## config.mk

```make
export PLATFORM = sky130hd
export DESIGN_NAME = imem_loader
export DESIGN_NICKNAME = d
export VERILOG_FILES = /design/src/rtl/imem_loader.sv
export SDC_FILE = /design/constraint.sdc
export NUM_CORES = 1
export LEC_CHECK = 0
export CAP_MARGIN = 20
export CORE_ASPECT_RATIO = 2
export CORE_UTILIZATION = 59
export DETAILED_ROUTE_END_ITERATION = 6
export GPL_TIMING_DRIVEN = 0
export PLACE_DENSITY = 0.85
export SYNTH_ARGS = -nofsm -noshare
export SYNTH_HDL_FRONTEND = slang
export SYNTH_SLANG_ARGS = --single-unit
```

## constraint.sdc

```tcl
create_clock -name CLK -period 5.7 [get_ports CLK]
set_input_delay 1.14 -clock CLK [delete_from_list [all_inputs] [get_ports CLK]]
set_output_delay 1.14 -clock CLK [all_outputs]
set_load 0.03 [all_outputs]
```

## src/rtl/imem_loader.sv

```systemverilog
// imem_loader: framed byte-stream loader for the CPU instruction memory.
// Frame: SYNC_BYTE, word count N, 2N payload bytes (hi, lo), XOR checksum.
// The CPU is held in reset until a frame with a matching checksum has been
// written completely. Every output is driven straight from a register.
module imem_loader #(
  parameter int          ADDR_W    = 8,
  parameter int          DATA_W    = 16,
  parameter logic [7:0]  SYNC_BYTE = 8'hA5
) (
  input  logic              CLK,
  input  logic              RESET,
  input  logic              in_valid,
  input  logic [7:0]        in_data,
  output logic              in_ready,
  output logic              imem_we,
  output logic [ADDR_W-1:0] imem_addr,
  output logic [DATA_W-1:0] imem_wdata,
  output logic              cpu_reset,
  output logic              done,
  output logic              error
);

  // The word counter and the latched count must hold both any 8-bit count
  // byte and the memory depth itself, so that an over-long frame is caught.
  localparam int CNT_W = (ADDR_W >= 8) ? (ADDR_W + 1) : 9;
  localparam logic [CNT_W-1:0] DEPTH = {{(CNT_W-1){1'b0}}, 1'b1} << ADDR_W;

  typedef enum logic [2:0] {
    S_IDLE  = 3'd0,
    S_COUNT = 3'd1,
    S_HI    = 3'd2,
    S_LO    = 3'd3,
    S_WR    = 3'd4,
    S_CHK   = 3'd5,
    S_DONE  = 3'd6,
    S_ERR   = 3'd7
  } state_t;

  // Running frame checksum: XOR of every payload byte.
  function automatic logic [7:0] f_csum_next(input logic [7:0] csum,
                                             input logic [7:0] data_byte);
    f_csum_next = csum ^ data_byte;
  endfunction

  state_t              r_state;
  logic                r_in_ready;
  logic                r_imem_we;
  logic [ADDR_W-1:0]   r_addr;
  logic [DATA_W-1:0]   r_wdata;
  logic                r_cpu_reset;
  logic                r_done;
  logic                r_error;
  logic [CNT_W-1:0]    r_cnt;
  logic [CNT_W-1:0]    r_n;
  logic [7:0]          r_csum;

  logic                w_accept;
  logic                w_is_sync;
  logic [CNT_W-1:0]    w_n_ext;
  logic [CNT_W-1:0]    w_cnt_next;
  logic [ADDR_W-1:0]   w_addr_next;

  assign w_accept    = in_valid & r_in_ready;
  assign w_is_sync   = (in_data == SYNC_BYTE);
  assign w_n_ext     = {{(CNT_W-8){1'b0}}, in_data};
  assign w_cnt_next  = r_cnt + {{(CNT_W-1){1'b0}}, 1'b1};
  assign w_addr_next = r_addr + {{(ADDR_W-1){1'b0}}, 1'b1};

  assign in_ready   = r_in_ready;
  assign imem_we    = r_imem_we;
  assign imem_addr  = r_addr;
  assign imem_wdata = r_wdata;
  assign cpu_reset  = r_cpu_reset;
  assign done       = r_done;
  assign error      = r_error;

  // Frame parser, instmem write sequencing and CPU reset release.
  always_ff @(posedge CLK or posedge RESET) begin
    if (RESET) begin
      r_state     <= S_IDLE;
      r_in_ready  <= 1'b1;
      r_imem_we   <= 1'b0;
      r_addr      <= {ADDR_W{1'b0}};
      r_wdata     <= {DATA_W{1'b0}};
      r_cpu_reset <= 1'b1;
      r_done      <= 1'b0;
      r_error     <= 1'b0;
      r_cnt       <= {CNT_W{1'b0}};
      r_n         <= {CNT_W{1'b0}};
      r_csum      <= 8'h00;
    end else begin
      case (r_state)
        // Waiting for a frame; DONE and ERR behave identically here except
        // that they keep reporting the outcome of the previous frame.
        S_IDLE, S_DONE, S_ERR: begin
          if (w_accept && w_is_sync) begin
            r_csum      <= 8'h00;
            r_addr      <= {ADDR_W{1'b0}};
            r_cnt       <= {CNT_W{1'b0}};
            r_cpu_reset <= 1'b1;
            r_done      <= 1'b0;
            r_error     <= 1'b0;
            r_state     <= S_COUNT;
          end
        end

        S_COUNT: begin
          if (w_accept) begin
            r_n <= w_n_ext;
            if (w_n_ext > DEPTH) begin
              r_error <= 1'b1;
              r_state <= S_ERR;
            end else if (w_n_ext == {CNT_W{1'b0}}) begin
              r_state <= S_CHK;
            end else begin
              r_state <= S_HI;
            end
          end
        end

        S_HI: begin
          if (w_accept) begin
            r_wdata[DATA_W-1:DATA_W-8] <= in_data;
            r_csum  <= f_csum_next(r_csum, in_data);
            r_state <= S_LO;
          end
        end

        // The low byte completes a word: strobe the write for one cycle and
        // stall the stream so the address can advance before the next word.
        S_LO: begin
          if (w_accept) begin
            r_wdata[7:0] <= in_data;
            r_csum     <= f_csum_next(r_csum, in_data);
            r_imem_we  <= 1'b1;
            r_in_ready <= 1'b0;
            r_state    <= S_WR;
          end
        end

        S_WR: begin
          r_imem_we  <= 1'b0;
          r_in_ready <= 1'b1;
          r_addr     <= w_addr_next;
          r_cnt      <= w_cnt_next;
          if (w_cnt_next == r_n) begin
            r_state <= S_CHK;
          end else begin
            r_state <= S_HI;
          end
        end

        // Release the CPU on the same edge the good checksum is taken.
        S_CHK: begin
          if (w_accept) begin
            if (in_data == r_csum) begin
              r_done      <= 1'b1;
              r_cpu_reset <= 1'b0;
              r_state     <= S_DONE;
            end else begin
              r_error <= 1'b1;
              r_state <= S_ERR;
            end
          end
        end

        default: begin
          r_imem_we  <= 1'b0;
          r_in_ready <= 1'b1;
          r_state    <= S_IDLE;
        end
      endcase
    end
  end

endmodule

```

Yosys cells after proc, flatten, opt, wreduce, memory -nomap -nowiden
Index checks and enable logic that the tools add are counted.
{"block": "op_classes", "mux": 33, "n_eq_ne": 19, "n_mul": 0, "bitwise_logic": 2, "shifts": 0, "div": 0, "magnitude_cmp": 1, "n_reduce_logical": 19, "add_sub_neg": 2}
{"cell": "8-bit case mux with 2 select lines", "n": 2}
{"cell": "3-bit 2-to-1 mux", "n": 8}
{"cell": "3-bit case mux with 6 select lines", "n": 1}
{"cell": "9-bit case mux with 2 select lines", "n": 1}
{"cell": "8-bit 2-to-1 mux", "n": 2}
{"cell": "2-bit inequality test, second input constant", "n": 8}
{"cell": "1-bit 2-to-1 mux", "n": 13}
{"cell": "3-bit == test, second input constant", "n": 4}
{"cell": "2-bit AND reduction", "n": 5}
{"cell": "9-bit by 1-bit adder with 9-bit output, second input constant", "n": 1}
{"cell": "9-bit by 8-bit == test with 1-bit output", "n": 1}
{"cell": "8-bit by 9-bit > comparator with 1-bit output, second input constant", "n": 1}
{"cell": "9-bit logical NOT", "n": 1}
{"cell": "9-bit 2-to-1 mux", "n": 1}
{"cell": "8-bit by 1-bit adder with 8-bit output, second input constant", "n": 1}
{"cell": "8-bit == test", "n": 1}
{"cell": "8-bit == test, second input constant", "n": 1}
{"cell": "1-bit case mux with 2 select lines", "n": 4}
{"cell": "2-bit nonzero test", "n": 4}
{"cell": "8-bit XOR", "n": 1}
{"cell": "3-bit by 2-bit == test with 1-bit output, second input constant", "n": 2}
{"cell": "6-bit AND reduction", "n": 1}
{"cell": "5-bit AND reduction", "n": 1}
{"cell": "4-bit AND reduction", "n": 1}
{"cell": "other kinds (10)", "n": 10}
{"block": "word_totals", "word_cells": 88, "mem_bits_ro": 0, "in_bits": 11, "ramBits": 0, "out_inout_bits": 29, "memories": 0, "latchBits": 0, "ff_bits": 57}

Longest topological paths before layout
Gate-level depths: netlist of the first run.
{"block": "depth", "ltp_word": 5, "mapped_depth": 8, "mapped_depth_nobuf": 7}

Worst setup path before layout of the first run
OpenSTA, ideal clock, no wires.
{"block": "synth_timing", "path_type": "in2reg", "from": "input port in_data[6]", "to": "register r_cnt[3]", "t_required_ns": 5.563, "path_stages": 7, "n_path_buf": 1, "setup_slack_ns": 2.971, "arrival_ns": 2.593, "setup_ns": 0.137, "path_cell_list": "or4_4 -> nor3_4 -> nor2_2 -> o31a_4 -> buf_6 -> o21ai_2 -> o31ai_1"}
{"block": "synth_via", "elab_chain_len": 4}
{"element": "start, declared", "line_no": "13", "rtl": "input logic [7:0] in_data,"}
{"element": "8-bit == test", "line_no": "64", "rtl": "assign w_is_sync = (in_data == SYNC_BYTE);"}
{"element": "1-bit logical AND", "line_no": "96", "rtl": "if (w_accept && w_is_sync) begin"}
{"element": "2-bit inequality test (no line)"}
{"element": "2-bit AND reduction (no line)"}
{"element": "end signal, assigned", "line_no": "88", "rtl": "r_cnt <= {CNT_W{1'b0}};"}
{"element": "end signal, assigned", "line_no": "99", "rtl": "r_cnt <= {CNT_W{1'b0}};"}
{"element": "end signal, assigned", "line_no": "145", "rtl": "r_cnt <= w_cnt_next;"}
{"element": "end, declared", "line_no": "53", "rtl": "logic [CNT_W-1:0] r_cnt;"}
No other way between the ends.
A chain may end at the register's enable or synchronous reset.

Final worst setup path of the first run
{"block": "layout_timing", "from": "input port in_data[6]", "to": "register r_cnt[4]"}
Same word-level chain as after synthesis.

==> results.cfg, run 1 <==
[worst_setup_path]
cp_num_buf_inv = 2
crit_chain = clkdlybuf4s50_1, or4_4, nor3_4, nor2_2, o31a_4, buf_6, o21ai_2, o31ai_1
worstReg2RegStart = r_cnt[3]
worst_path_largest_cell_delay_ns = 0.62
crit_cells = 8
crit_path_end = r_cnt[4]
critPathKind = in -> reg
startpoint = in_data[6]
worst_r2r_endpoint = r_state[1]
start_kind = input port
reg2regPathDepth = 6
crit_family = simple AND/OR/NAND/NOR gates
cp_data_required_time_ns = 5.91
crit_arrival_ns = 3.37
regToRegSetupSlack_ns = 3.46
crit_slowest_cell = or4_4
cp-end-kind = flip-flop
critPathMaxFanout = 10

[cts]
numCtsBuffers = 9
cts_tree = yes
clock_latency_ns = 0.34
cts_setup_buffers = 0
clk_pin_slew_ns = 0.06
root_buffer = clkbuf_8
ctsResizeCount = 0
clockBufferDepth = 2
cts_sinks = 57
cts_hold_repair.buffers = 0
htree_num_levels = 3

[place]
io_buffers = 35
post-place-ws_ns = 2.20
dp_hpwl_mm = 4.94
place_congestion = 0.921
dpl_cell_area_um2 = 3390

[global_routing]
grt_max_degree = 35
grt_pass1_vias = 2465
overflow = 0
track_usage_pct = 30.0
grt_pass1_wl_mm = 11.3
antenna_found_initial = 0

[synth]
synth_warnings = 0
syn-cell-area_um2 = 2950
synth-edff-count = 0
ys.flop_type = dfrtp_1
ys_types = 48
synth.avg_cell_area_um2 = 9.93
ys_async_sr_fraction_pct = 100
syn_inst = 297
synth-seq-area-share_pct = 48.4
synth_nets = 310
synth_seq_cells = 57

[timing]
relSlewSlack_pct = 42.4
holdWs_ns = 0.492
drv_slew = 0
finalHoldViolations = 0
setup_violations = 0
tightest_slew_ns = 0.860
setup_ws_ns = 2.54
rsz0062_at_grt = false
post-route-period-util_pct = 55.5
finalCriticalPeriod_ns = 3.16
fmax_mhz = 316
finClkSkew_ns = 0.00796
setup-tns-final_ns = 0

[detailed_routing]
routed_wl_mm = 6.87
drtIter0Drc = 53
vias = 2439
ant_nets = 0
drc = 0
wl_per_cell_um = 16.9
vias_per_cell = 6.01
firstDrtPassIters = 4

[worst_hold_path]
hold_path_class = reg -> reg
holdPathStages = 1

[final_layout]
n_antenna_cell = 0
syn_to_final_growth_pct = 20.9
fillers = 344
drive_above_1_share_pct = 16.0
final_area_um2 = 3570
layout_common_cells = dfrtp_1 (55), o21ai_0 (37), clkdlybuf4s50_1 (35)
layout_commonest_cell = dfrtp_1
final_nets = 357

[floorplan]
coreArea_um2 = 4820
die-area_um2 = 5300
die_h_um = 102
ios = 40
die_w_um = 52
rows = 36
initial_core_util_pct = 61.2

[flow_run]
drv_cap = 0

[power]
p_total_uw = 2080
p_leak_uw = 0.00146
powerDensity_nw_per_um2 = 583
ir_drop_uv = 479

[status]
status = completed
-- Yosys cell counts, types with 2 or more instances --
cell type | n | area [um^2]
mux2_2 | 24 | 270
nand4_1 | 9 | 56.3
nand3_1 | 12 | 60.1
or2_2 | 2 | 12.5
clkbuf_1 | 12 | 45.0
a21o_1 | 3 | 22.5
a21oi_1 | 7 | 35.0
a31oi_1 | 3 | 18.8
a22oi_1 | 2 | 15.0
dfrtp_1 | 55 | 1380
nor3b_1 | 2 | 15.0
ha_1 | 2 | 25.0
nand2b_1 | 3 | 18.8
a22o_1 | 2 | 17.5
and2_1 | 2 | 12.5
nor3_2 | 2 | 20.0
nor2b_1 | 3 | 18.8
nor3_1 | 6 | 30.0
inv_1 | 4 | 15.0
xnor2_1 | 11 | 96.3
o21ai_0 | 37 | 185
and3_1 | 5 | 31.3
dfstp_2 | 2 | 52.6
o31ai_1 | 3 | 22.5
o211ai_1 | 3 | 22.5
mux2i_1 | 2 | 20.0
nand2_1 | 20 | 75.1
nor2_1 | 32 | 120
buf_2 | 2 | 10.0
o21ai_2 | 2 | 17.5
xor2_1 | 6 | 52.6
-- worst register-to-register path: cells and delay by family, from the launching register on --
family	cells	cell delay (ns)
flip-flops	1	0.35
AO/OA/AOI/OAI	2	0.43
buffers and inverters	1	0.37
AND/OR/NAND/NOR	3	0.96
-- how the worst min path moves through the flow --
stage	start	endpoint	slack, ns
floorplan	r_csum[1]	r_csum[1]	0.47
global placement	imem_addr[7]	imem_addr[7]	0.46
detailed placement	imem_we	imem_we	0.47
CTS	imem_addr[7]	imem_addr[7]	0.49
global route	imem_we	imem_we	0.50
finish	imem_we	imem_we	0.49
-- through the flow --
| stage | instances | util [%] |
|---|---|---|
| after CTS | 406 | 74.0 |
| after global placement | 389 | 70.0 |
| after floorplan | 297 | - |
| after global routing | 406 | 74.0 |
| final | 406 | 74.0 |
| after detailed placement | 390 | 70.4 |
-- cell families (layout without fill, tap and decap cells) --
kind of cell / after synthesis / count (layout) / synth area share [%]
AND/OR/NAND/NOR: 105 / 105 / 18.2
AO/OA/AOI/OAI: 71 / 71 / 14.9
flip-flops: 57 / 57 / 48.4
multiplexers: 26 / 26 / 9.84
buffers and inverters: 19 / 71 / 2.76
XOR/XNOR: 17 / 17 / 5.05
adder cells (fa/ha/maj): 2 / 2 / 0.848
-- final cells by class --
type / count / area [um^2] / share of cell area [%]
Multi-Input combinational cell: 221 / 1440 / 40.4
Timing Repair Buffer: 36 / 370 / 10.4
Inverter: 4 / 15.0 / 0.421
Tap cell: 57 / 71.3 / 2.00
Clock inverter: 3 / 15.0 / 0.421
Buffer: 15 / 66.3 / 1.86
Sequential cell: 57 / 1430 / 40.1
Clock buffer: 13 / 159 / 4.46
-- sequential cells by signal, indices dropped and copies added, names as in the netlist --
signal / flops
cpu_reset: 1
done: 1
error: 1
imem_addr: 8
imem_wdata: 16
imem_we: 1
in_ready: 1
r_cnt: 9
r_csum: 8
r_n: 8
r_state: 3
-- routing by layer --
layer	vias up	GRT usage, %	routed length (um)
met5	-	0	0
met4	0	21.4	304
met3	24	7.29	202
met2	62	51.0	3820
met1	1195	30.9	2530
li1	1158	-	-
-- where the power goes --
part / total [uW] / switching [uW] / internal [uW]
Combinational: 982 / 545 / 437
Clock: 335 / 156 / 179
Sequential: 761 / 167 / 594
Total: 2080 / 868 / 1210
Power figures use the tool's default switching activity.
==> run 2, diff against run 1 <==
--- a/config.mk
+++ b/config.mk
@@ -7,10 +7,10 @@
 export LEC_CHECK = 0
 export CAP_MARGIN = 20
 export CORE_ASPECT_RATIO = 2
-export CORE_UTILIZATION = 59
+export CORE_UTILIZATION = 49
 export DETAILED_ROUTE_END_ITERATION = 6
 export GPL_TIMING_DRIVEN = 0
-export PLACE_DENSITY = 0.85
+export PLACE_DENSITY = 0.75
 export SYNTH_ARGS = -nofsm -noshare
 export SYNTH_HDL_FRONTEND = slang
 export SYNTH_SLANG_ARGS = --single-unit
==> constraint.sdc (replaced) <==
create_clock -name CLK -period 2.9 [get_ports CLK]
set_input_delay 0.58 -clock CLK [delete_from_list [all_inputs] [get_ports CLK]]
set_output_delay 0.58 -clock CLK [all_outputs]
set_load 0.03 [all_outputs]
==> results.cfg, run 2 (synthesis gave the netlist of run 1 again) <==
[status]
status = completed

[worst_setup_path]
worst_path_largest_cell_delay_ns = 0.63
worstReg2RegStart = r_cnt[0]
cp_num_buf_inv = 2
start_kind = input port
crit_family = simple AND/OR/NAND/NOR gates
crit_arrival_ns = 2.82
crit_cells = 8
cp_data_required_time_ns = 3.10
worst_r2r_endpoint = r_state[1]
crit_chain = clkdlybuf4s50_1, or4_4, nor3_4, nor2_2, o31a_4, buf_6, o21ai_2, o31ai_1
cp-end-kind = flip-flop
critPathMaxFanout = 10
crit_path_end = r_cnt[4]
reg2regPathDepth = 6
regToRegSetupSlack_ns = 0.68
crit_slowest_cell = or4_4
critPathKind = in -> reg
startpoint = in_data[6]

[floorplan]
coreArea_um2 = 5760
ios = 40
initial_core_util_pct = 51.2
die_w_um = 56.9
die-area_um2 = 6350
rows = 39
die_h_um = 112

[timing]
tightest_slew_ns = 0.834
relSlewSlack_pct = 44.2
finClkSkew_ns = 0.00342
finalCriticalPeriod_ns = 2.62
holdWs_ns = 0.491
drv_slew = 0
setup_violations = 0
post-route-period-util_pct = 90.4
fmax_mhz = 381
finalHoldViolations = 0
rsz0062_at_grt = false

[cts]
root_buffer = clkbuf_16
clk_pin_slew_ns = 0.05
clockBufferDepth = 2
clock_latency_ns = 0.33
cts_hold_repair.buffers = 0
htree_num_levels = 3
ctsResizeCount = 0
numCtsBuffers = 9
cts_setup_buffers = 0
cts_tree = yes
cts_sinks = 57

[final_layout]
n_antenna_cell = 0
final_util_pct = 65.0
final_area_um2 = 3740
layout_commonest_cell = dfrtp_1
layout_common_cells = dfrtp_1 (55), o21ai_0 (37), clkdlybuf4s50_1 (35)
drive_above_1_share_pct = 16.6
fillers = 462
final_nets = 357
largest_register_ffs = 16
syn_to_final_growth_pct = 26.8

[global_routing]
grt_pass1_vias = 2449
antenna_found_initial = 0
overflow = 0
grt_max_degree = 44
grt_pass1_wl_mm = 11.4
track_usage_pct = 23.8

[detailed_routing]
drc = 0
vias_per_cell = 6.00
routed_wl_mm = 6.90
firstDrtPassIters = 4
ant_nets = 0
drtIter0Drc = 100
wl_per_cell_um = 16.8
vias = 2462

[power]
p_seq_share_pct = 32.3
powerDensity_nw_per_um2 = 1240
share_comb_of_total_power_pct = 41.5
p_leak_uw = 0.00152
intPower_uw = 2860
ir_drop_uv = 740
p_sw_share_pct = 38.2
p_clk_share_pct = 26.2
power.net_switching_uw = 1770

[place]
io_buffers = 35
dpl_cell_area_um2 = 3400
dp_hpwl_mm = 4.96
place_congestion = 0.847

[flow_run]
drv_cap = 0

[worst_hold_path]
hold_path_class = reg -> reg
## run 2: cell types whose count changed in the layout (fill, tap and decap cells not counted)
cell and change:
clkbuf_8 -11, clkinvlp_4 +2, clkbuf_1 -2, clkbuf_16 +9
clkinv_4 +1, bufinv_16 +3, clkinv_2 -2
## run 2: stage by stage
| step | std cells | setup WS, ns | power, uW | setup TNS, ns |
|---|---|---|---|---|
| final | 410 | 0.277 | 4630 | 0 |
| after floorplan | 297 | 0.731 | 2750 | 0 |
| after global routing | 410 | 0.156 | 4880 | 0 |
| after detailed placement | 394 | -0.0451 | 3410 | -0.0884 |
| after CTS | 410 | 0.271 | 4650 | 0 |
| after global placement | 393 | -0.125 | 3340 | -6.68 |
## run 2: cell type report
type                    instances  area (um^2)  area share, %
repair buffers                 36          370           9.90
plain buffers                  15         66.3           1.77
clock buffers                   9          225           6.02
clock inverters                 7          119           3.18
multi-input cells             221         1440           38.5
inverters                       4         15.0          0.401
flip-flops and latches         57         1430           38.2
well taps                      61         76.3           2.04
## run 2: power groups by stage
| stage | clock (uW) | combinational, uW | sequential [uW] |
|---|---|---|---|
| 3_3_place_gp | 0 | 1860 | 1480 |
| 4_1_cts | 1220 | 1930 | 1490 |
| 3_5_place_dp | 0 | 1910 | 1500 |
| 5_1_grt | 1260 | 2080 | 1540 |
| 6_report | 1210 | 1920 | 1490 |
| 2_1_floorplan | 0 | 955 | 1800 |
## run 2: routing by layer
layer  global-route usage [%]  share of wire (%)  up-vias
li1                         -                  -     1162
met1                     24.2                 35     1204
met2                     42.6                 57       72
met3                     6.27                3.6       24
met4                     13.5                4.1        0
met5                        0                  0        -
## run 2: worst min path at each step
stage / from / to / slack [ns] / cells after the start
final: imem_we / imem_we / 0.49 / 1
after global routing: imem_we / imem_we / 0.51 / 1
after CTS: imem_we / imem_we / 0.49 / 1
after detailed placement: imem_addr[7] / imem_addr[7] / 0.48 / 1
after global placement: imem_addr[7] / imem_addr[7] / 0.46 / 1
after floorplan: r_csum[1] / r_csum[1] / 0.47 / 1
## run 2: worst reg2reg max path: stages (launching register included)
cell	delay, ns
dfrtp_1	0.47
and3_1	0.29
nand3_1	0.15
or3b_2	0.48
a221oi_1	0.35
and3_1	0.24
o21ai_0	0.09
==> run 3, diff against run 2 <==
--- a/config.mk
+++ b/config.mk
@@ -6,11 +6,13 @@
 export NUM_CORES = 1
 export LEC_CHECK = 0
 export CAP_MARGIN = 20
+export CELL_PAD_IN_SITES_DETAIL_PLACEMENT = 1
+export CELL_PAD_IN_SITES_GLOBAL_PLACEMENT = 2
 export CORE_ASPECT_RATIO = 2
-export CORE_UTILIZATION = 49
+export CORE_UTILIZATION = 31
 export DETAILED_ROUTE_END_ITERATION = 6
 export GPL_TIMING_DRIVEN = 0
-export PLACE_DENSITY = 0.75
+export PLACE_DENSITY_LB_ADDON = 0.1
 export SYNTH_ARGS = -nofsm -noshare
 export SYNTH_HDL_FRONTEND = slang
 export SYNTH_SLANG_ARGS = --single-unit
==> results.cfg, run 3 (synthesis gave the netlist of run 1 again) <==
[place]
dp_hpwl_mm = 6.16
place_congestion = 0.819
post-place-ws_ns = -0.119
io_buffers = 35
dpl_cell_area_um2 = 3450

[detailed_routing]
ant_nets = 0
drc = 0
vias = 2413
routed_wl_mm = 8.23
vias_per_cell = 5.33
firstDrtPassIters = 6
wl_per_cell_um = 18.2
drtIter0Drc = 84

[floorplan]
ios = 40
initial_core_util_pct = 31.7
coreArea_um2 = 9320
rows = 50
die_w_um = 71.0
die-area_um2 = 9930
die_h_um = 140

[global_routing]
grt_use_met2_pct = 35.1
use_met1_pct = 19.1
grtUsageMet3_pct = 3.31
busiest_layer = met2
overflow = 0
grt_max_degree = 41
track_usage_pct = 18.7
grt_pass1_wl_mm = 13.9
grt_pass1_vias = 2657
antenna_found_initial = 0

[worst_setup_path]
regToRegSetupSlack_ns = 0.61
worst_r2r_endpoint = r_state[2]
worst_path_largest_cell_delay_ns = 0.63
crit_chain = clkdlybuf4s50_1, or4_4, nor3_4, nor2_2, o31a_4, buf_6, o21ai_2, o31ai_1
start_kind = input port
worstReg2RegStart = r_cnt[3]
crit_family = simple AND/OR/NAND/NOR gates
cp_num_buf_inv = 2
reg2regPathDepth = 6
critPathKind = in -> reg
cp_data_required_time_ns = 3.10
crit_arrival_ns = 2.84
cp-end-kind = flip-flop
critPathMaxFanout = 10
crit_slowest_cell = or4_4

[timing]
tightest_slew_ns = 0.787
post-route-period-util_pct = 91.2
holdWs_ns = 0.480
rsz0062_at_grt = false
finalCriticalPeriod_ns = 2.64
finClkSkew_ns = 0.00669
setup_violations = 0
setup_ws_ns = 0.257
drv_slew = 0
fmax_mhz = 378
relSlewSlack_pct = 47.3
finalHoldViolations = 0

[cts]
clock_latency_ns = 0.34
cts_tree = yes
clk_pin_slew_ns = 0.05
root_buffer = clkbuf_16
ctsResizeCount = 0
cts_setup_buffers = 0
numCtsBuffers = 9
clockBufferDepth = 2
cts_hold_repair.buffers = 0
cts_sinks = 57
htree_num_levels = 3

[final_layout]
fillers = 1053
final_area_um2 = 3780
layout_common_cells = dfrtp_1 (55), o21ai_0 (37), clkdlybuf4s50_1 (35)
layout_commonest_cell = dfrtp_1
final_util_pct = 40.6
n_antenna_cell = 0
largest_register_ffs = 16
final_nets = 357
syn_to_final_growth_pct = 28.2
drive_above_1_share_pct = 16.6

[worst_hold_path]
hold_end = imem_we
hold_path_class = reg -> reg
holdPathStages = 1
min_from = imem_we

[flow_run]
drv_cap = 0

[power]
p_leak_uw = 0.00152
ir_drop_uv = 569
powerDensity_nw_per_um2 = 1220

[status]
status = completed
run 3: cell types whose count changed in the layout (fill, tap and decap cells not counted), sizes merged:
cell and delta:
clkinvlp -1, bufinv -1, clkbuf +2
run 3: per-stage QoR:
stage                     cells  setup TNS [ns]  total power [uW]
after floorplan             297               0              2750
after global placement      436          -17.58              3420
after CTS                   453               0              4680
after global routing        453               0              4920
final                       453               0              4610
after detailed placement    437           -1.03              3480
run 3: per-layer routing:
metal / wire length, um / vias up
met1: 3120 / 1193
li1: - / 1160
met3: 198 / 18
met4: 245 / 0
met5: 0 / -
met2: 4670 / 42
run 3: where the power goes:
group	leakage, uW	internal, uW	total, uW	switching [uW]
registers	0.000686	1170	1490	327
clock network	0.000162	795	1180	383
logic	0.000676	857	1940	1080
run 3: worst max-delay path by stage:
stage | end | cells past startpoint | slack, ns | start
after floorplan | r_cnt[3] | 7 | 0.73 | in_data[6]
after global placement | r_state[0] | 2 | -0.31 | RESET
after detailed placement | r_cnt[3] | 8 | -0.12 | in_data[6]
after CTS | r_cnt[3] | 8 | 0.22 | in_data[6]
after global routing | r_cnt[4] | 8 | 0.11 | in_data[6]
final | r_cnt[3] | 8 | 0.26 | in_data[6]
run 3: cell type report:
type / count / area [um^2] / area share, %
sequential: 57 / 1430 / 37.8
timing repair buffer: 36 / 370 / 9.79
clock inverter: 5 / 77.6 / 2.05
buffer: 15 / 66.3 / 1.75
multi-input combinational: 221 / 1440 / 38.1
clock buffer: 11 / 253 / 6.68
inverter: 4 / 15.0 / 0.397
tap: 104 / 130 / 3.44
run 3: worst reg2reg max path, delay by kind of cell (launching register included):
kind                   cells  cell delay [ns]
AND/OR/NAND/NOR            3             0.97
AO/OA/AOI/OAI              2             0.52
buffers and inverters      1             0.39
flip-flops                 1             0.33
